[src/rtl/rr_packet_mux_arbiter_if.sv]
// rr_packet_mux_arbiter_if: requester-side and consumer-side signals of the packet arbiter
interface rr_packet_mux_arbiter_if #(
  parameter int NUM_REQ = 4,
  parameter int DATA_WIDTH = 8,
  parameter int IDX_W = (NUM_REQ > 1) ? $clog2(NUM_REQ) : 1
);
  logic [NUM_REQ-1:0] in_valid;
  logic [NUM_REQ*DATA_WIDTH-1:0] in_data;
  logic [NUM_REQ-1:0] in_last;
  logic [NUM_REQ-1:0] in_ready;
  logic out_valid;
  logic [DATA_WIDTH-1:0] out_data;
  logic out_last;
  logic out_ready;
  logic [NUM_REQ-1:0] grant_onehot;
  logic [IDX_W-1:0] grant_idx;
  logic busy;
  modport slave (
    input in_valid, in_data, in_last, out_ready,
    output in_ready, out_valid, out_data, out_last, grant_onehot, grant_idx, busy
  );
  modport master (
    output in_valid, in_data, in_last, out_ready,
    input in_ready, out_valid, out_data, out_last, grant_onehot, grant_idx, busy
  );
endinterface

[src/rtl/rr_packet_mux_arbiter.sv]
// rr_packet_mux_arbiter: round-robin arbiter that locks one of NUM_REQ sources onto a shared channel per packet
module rr_packet_mux_arbiter #(
  parameter int NUM_REQ = 4,
  parameter int DATA_WIDTH = 8,
  localparam int IDX_W = (NUM_REQ > 1) ? $clog2(NUM_REQ) : 1
) (
  input logic clk,
  input logic rst,
  rr_packet_mux_arbiter_if.slave bus
);
  localparam logic [0:0] IDLE = 1'b0;
  localparam logic [0:0] LOCKED = 1'b1;
  logic [0:0] state;
  logic [IDX_W-1:0] ptr, gidx, pick, ptr_nxt;
  logic locked, release_pkt;
  logic [DATA_WIDTH-1:0] words [NUM_REQ];
  for (genvar i = 0; i < NUM_REQ; i++) begin : g_words
    assign words[i] = bus.in_data[i*DATA_WIDTH +: DATA_WIDTH];
  end
  // scan from farthest to nearest so the requester closest to ptr wins
  always_comb begin
    logic [IDX_W-1:0] c;
    c = '0;
    pick = '0;
    for (int k = NUM_REQ - 1; k >= 0; k--) begin
      c = IDX_W'((int'(ptr) + k) % NUM_REQ);
      pick = bus.in_valid[c] ? c : pick;
    end
  end
  assign locked = state == LOCKED;
  assign bus.busy = locked;
  assign bus.grant_idx = locked ? gidx : '0;
  assign bus.grant_onehot = locked ? (NUM_REQ'(1) << gidx) : '0;
  assign bus.out_valid = locked & bus.in_valid[gidx];
  assign bus.out_data = bus.out_valid ? words[gidx] : '0;
  assign bus.out_last = bus.out_valid & bus.in_last[gidx];
  assign bus.in_ready = bus.grant_onehot & {NUM_REQ{bus.out_ready}};
  assign release_pkt = bus.out_valid & bus.out_ready & bus.out_last;
  assign ptr_nxt = (gidx == IDX_W'(NUM_REQ - 1)) ? '0 : gidx + 1'b1;
  always_ff @(posedge clk or posedge rst)
    if (rst) begin
      state <= IDLE;
      ptr <= '0;
      gidx <= '0;
    end else if (!locked && |bus.in_valid) begin
      state <= LOCKED;
      gidx <= pick;
    end else if (release_pkt) begin
      state <= IDLE;
      ptr <= ptr_nxt;
    end
endmodule

[src/flat_wrapper.sv]
// flat-port wrapper written by rule: the top's interface ports become plain ports
module rr_packet_mux_arbiter_flat 
#(
  parameter int NUM_REQ = 4,
  parameter int DATA_WIDTH = 8,
  localparam int IDX_W = (NUM_REQ > 1) ? $clog2(NUM_REQ) : 1
)
  (clk, rst, bus_in_valid, bus_in_data, bus_in_last, bus_out_ready, bus_in_ready, bus_out_valid, bus_out_data, bus_out_last, bus_grant_onehot, bus_grant_idx, bus_busy);
  rr_packet_mux_arbiter_if #(.NUM_REQ(NUM_REQ), .DATA_WIDTH(DATA_WIDTH)) bus_i ();
  input logic clk;
  input logic rst;
  input wire logic [$bits(bus_i.in_valid)-1:0] bus_in_valid;
  input wire logic [$bits(bus_i.in_data)-1:0] bus_in_data;
  input wire logic [$bits(bus_i.in_last)-1:0] bus_in_last;
  input wire logic [$bits(bus_i.out_ready)-1:0] bus_out_ready;
  output wire logic [$bits(bus_i.in_ready)-1:0] bus_in_ready;
  output wire logic [$bits(bus_i.out_valid)-1:0] bus_out_valid;
  output wire logic [$bits(bus_i.out_data)-1:0] bus_out_data;
  output wire logic [$bits(bus_i.out_last)-1:0] bus_out_last;
  output wire logic [$bits(bus_i.grant_onehot)-1:0] bus_grant_onehot;
  output wire logic [$bits(bus_i.grant_idx)-1:0] bus_grant_idx;
  output wire logic [$bits(bus_i.busy)-1:0] bus_busy;
  assign bus_i.in_valid = bus_in_valid;
  assign bus_i.in_data = bus_in_data;
  assign bus_i.in_last = bus_in_last;
  assign bus_i.out_ready = bus_out_ready;
  assign bus_in_ready = bus_i.in_ready;
  assign bus_out_valid = bus_i.out_valid;
  assign bus_out_data = bus_i.out_data;
  assign bus_out_last = bus_i.out_last;
  assign bus_grant_onehot = bus_i.grant_onehot;
  assign bus_grant_idx = bus_i.grant_idx;
  assign bus_busy = bus_i.busy;
  rr_packet_mux_arbiter #(.NUM_REQ(NUM_REQ), .DATA_WIDTH(DATA_WIDTH)) u_core (.clk(clk), .rst(rst), .bus(bus_i));
endmodule
[config.mk]
export PLATFORM = sky130hd
export DESIGN_NAME = rr_packet_mux_arbiter_flat
export DESIGN_NICKNAME = d
export VERILOG_FILES = /design/src/rtl/rr_packet_mux_arbiter_if.sv /design/src/rtl/rr_packet_mux_arbiter.sv /design/src/flat_wrapper.sv
export SDC_FILE = /design/constraint.sdc
export NUM_CORES = 1
export LEC_CHECK = 0
export CORE_AREA = 2 2 55 57
export DETAILED_ROUTE_END_ITERATION = 8
export DIE_AREA = 0 0 57 59
export GPL_TIMING_DRIVEN = 0
export PLACE_DENSITY_LB_ADDON = 0.25
export SKIP_LAST_GASP = 1
export SYNTH_ARGS = -nofsm -noshare
export SYNTH_HDL_FRONTEND = slang
export SYNTH_SLANG_ARGS = --single-unit
[constraint.sdc]
create_clock -name clk -period 2 [get_ports clk]
set_input_delay 0.6 -clock clk [delete_from_list [all_inputs] [get_ports clk]]
set_output_delay 0.6 -clock clk [all_outputs]
set_load 0.01 [all_outputs]
==> summary.md <==
| Metric | Value |
|---|---|
| Die Area | `0.00336 mm^2` |
| Initial antenna violation count | `0` |
| Worst Tran Pin Value | `264 ps` |
| Final period utilization | `117%` |
| Post-placement cell area | `0.00148 mm^2` |
| Path depth of the worst reg2reg path | `9` |
| Total GRT Usage | `16.9%` |
| Layout area overhead | `110%` |
| Total congestion overflow | `0` |
| DRC | `0` |
| Wirelength per Cell | `14.9 um` |
| Clock power share | `5.4%` |
| Register share of total power | `9.6%` |
| Final instance area | `0.00169 mm^2` |
| Clk sink count | `5` |
| TritonCTS clock tree | `built` |
| Register Area | `125 um^2` |
| Number of global-route vias before repair | `1,000` |
| Hold Worst Slack | `539 ps` |
| Req. time, crit path | `1400 ps` |
| Seq/Total Area, Yosys | `15.5%` |
| Buffers on Ports | `63` |
| Final worst path period need | `2330 ps` |
| FF-to-FF End | `u_core.ptr[0]$_DFFE_PP0P_` |
| Netlist cell types | `27` |
| CTS Buf Count | `3` |
| Register bit total from synthesis | `5` |
| Dpl ws | `-993 ps` |
| Total wire length | `2.91 mm` |
| Commonest non-fill, non-tap cell in the layout | `dlygate4sd2_1` |
| Internal power | `1.29 mW` |
| Worst setup margin | `-332 ps` |
| Hold Path Sink | `u_core.ptr[0]$_DFFE_PP0P_` |
| Maximum vdd ir drop | `794 uV` |
| Initial Util | `29.8%` |
| Combinational power share | `85.0%` |
| Clock Skews | `1.03 ps` |
| Die W | `57 um` |
| Worst r2r src | `u_core.gidx[1]$_DFFE_PP0P_` |
| Core Rows | `19` |
| DR vias | `969` |
| Leak Pwr | `0.851 nW` |
| Final #Nets | `212` |
| Final setup violation count | `18` |
| Synth warn | `0` |
| Gp weighted congestion | `0.771` |
| CP Max Fanout | `5` |
| Worst Setup Path Type | `reg2out` |
| DR iter-0 viols | `20` |
| Status | `finished, violations left` |
| Normalized max-slew margin | `82.3%` |
| CP Capture Type | `primary output` |
| Sw Pwr | `0.833 mW` |
| Instance count of the mapped netlist | `79` |
| Later-pin clock latency in the skew report | `240 ps` |
| First-pass GRT wire length | `4.51 mm` |
| Clock slew at reported path FFs | `40 ps` |
| Core area | `0.00271 mm^2` |
| Drt first pass iters | `4` |
| Switching part of the total power | `39.3%` |
| DRT antenna net count | `0` |
| Share of layout cells above drive strength 1 | `46.3%` |
| Power Dens Cells | `1250 mW/mm^2` |
| Antenna diode count | `0` |
| Largest net degree at the start of global routing | `11` |
| Multi-input gate area | `728 um^2` |
| Filler Cell Count | `233` |
| DP HPWL | `2.06 mm` |
| Violated checks | `negative setup slack` |
| Root buffer cell | `clkbuf_4` |
| CTS Buffer Depth | `2` |
| Fin. Hold Viols | `0` |
| Max-cap viol count | `0` |
| Final Core Density | `62.4%` |
| Hold/Removal Path Class | `reg2reg` |
| Hold Startpoint | `u_core.ptr[0]$_DFFE_PP0P_` |
| # H-tree levels | `1` |
| CP startpoint kind | `flip-flop` |
| Number of I/O pins | `64` |
| Die span in y | `59 um` |
| F_max | `429 MHz` |
| CP arrival | `1730 ps` |
| Via density | `4.97` |
| Most frequent cells in the layout | `dlygate4sd2_1 (33), buf_2 (16), buf_4 (13)` |
| Syn nets | `126` |
| FF-to-FF setup slack | `-30 ps` |
| Cell area after synthesis | `807 um^2` |
| Slew Limit Fails | `0` |
| Synth Area per Inst | `10.2 um^2` |
| RSZ-0062 raised after global routing | `yes` |
| WHS Path Cells | `1` |
[per-layer routing]
metal / global-route usage, % / vias to the layer above / routed length (um)
met3: 3.06 / 6 / 293
met1: 20.8 / 446 / 1170
met4: 5.98 / 0 / 46
met2: 29.9 / 53 / 1390
met5: 0 / - / 0
li1: - / 464 / -
[sequential cells by signal, summed over array words and instances, names as in the netlist]
| signal | count |
|---|---|
| u_core.bus.busy | 1 |
| u_core.gidx | 2 |
| u_core.ptr | 2 |
[through the flow]
stage	total power [mW]	TNS, ps	std cells
2_1_floorplan	1.03	0	79
3_3_place_gp	1.58	-12800	173
3_5_place_dp	1.60	-13050	173
4_1_cts	1.89	-4080	190
5_1_grt	2.29	-4370	195
6_report	2.12	-3080	195
[critical path: stages, from the launching register on]
cell       delay [ps]
dfrtp_1           390
buf_6             140
mux2_4            330
buf_12            130
a2bb2oi_4         180
and2b_1           190
buf_2             130
[kinds of logic after synthesis]
logic type                 synth area share, %
and+or+nand+nor                           24.8
muxes                                     34.6
buffers and inverters                     7.29
AOI/OAI and AO/OA                         11.6
DFF                                       15.5
adders and majority gates                 6.20
[Yosys cell counts]
cell       count  area (um^2)
buf_2          2         10.0
nand2_1        6         22.5
mux4_2         8          180
o211ai_1       1         7.51
nor4_1         1         6.26
nand2b_1       2         12.5
and3_1         5         31.3
mux2i_1        4         40.0
nand2b_4       1         13.8
and2b_1        7         52.6
mux2_4         3         45.0
o32ai_1        1         8.76
and2_1         5         31.3
nor2_1         3         11.3
ha_1           4         50.1
dfrtp_1        5          125
a21o_1         2         15.0
o22ai_2        1         12.5
inv_1          6         22.5
a21oi_1        2         10.0
buf_6          2         22.5
mux2i_2        1         13.8
o221ai_1       1         8.76
clkbuf_1       1         3.75
o21ai_0        1         5.00
nor2b_1        3         18.8
a2bb2oi_4      1         26.3
[power by group through the flow]
stage	logic (mW)	clock network [mW]	registers, mW
after floorplan	0.837	0	0.196
after global placement	1.38	0	0.202
after detailed placement	1.40	0	0.203
after CTS	1.57	0.119	0.200
after global routing	1.95	0.133	0.213
final	1.80	0.114	0.204
[layout make-up]
cell class | count | area share, %
multi-input cells | 64 | 43.0
plain buffers | 5 | 3.99
flip-flops and latches | 5 | 7.40
repair buffers | 80 | 39.5
inverters | 6 | 2.22
well taps | 31 | 2.29
clock buffers | 4 | 1.55
[worst max-delay path by stage]
stage | start | endpoint | cells past startpoint
after floorplan | u_core.gidx[0]$_DFFE_PP0P_ | bus_out_data[2] | 4
after global placement | bus_in_valid[0] | bus_out_last | 6
after detailed placement | bus_in_valid[3] | bus_out_last | 6
after CTS | u_core.gidx[1]$_DFFE_PP0P_ | bus_out_data[4] | 6
after global routing | u_core.gidx[1]$_DFFE_PP0P_ | bus_out_data[3] | 6
final | u_core.gidx[1]$_DFFE_PP0P_ | bus_out_data[3] | 6
[repair_timing]
| item | CTS | global route |
|---|---|---|
| gates cloned | 1 | 0 |
| hold buffers | 0 | 0 |
| resized for setup | 117 | 43 |
| buffers inserted | 12 | 5 |
| pin swaps | 2 | 2 |
| endpoints found under the setup margin | 22 | 19 |
No activity file was read; power rests on OpenSTA's default activity.
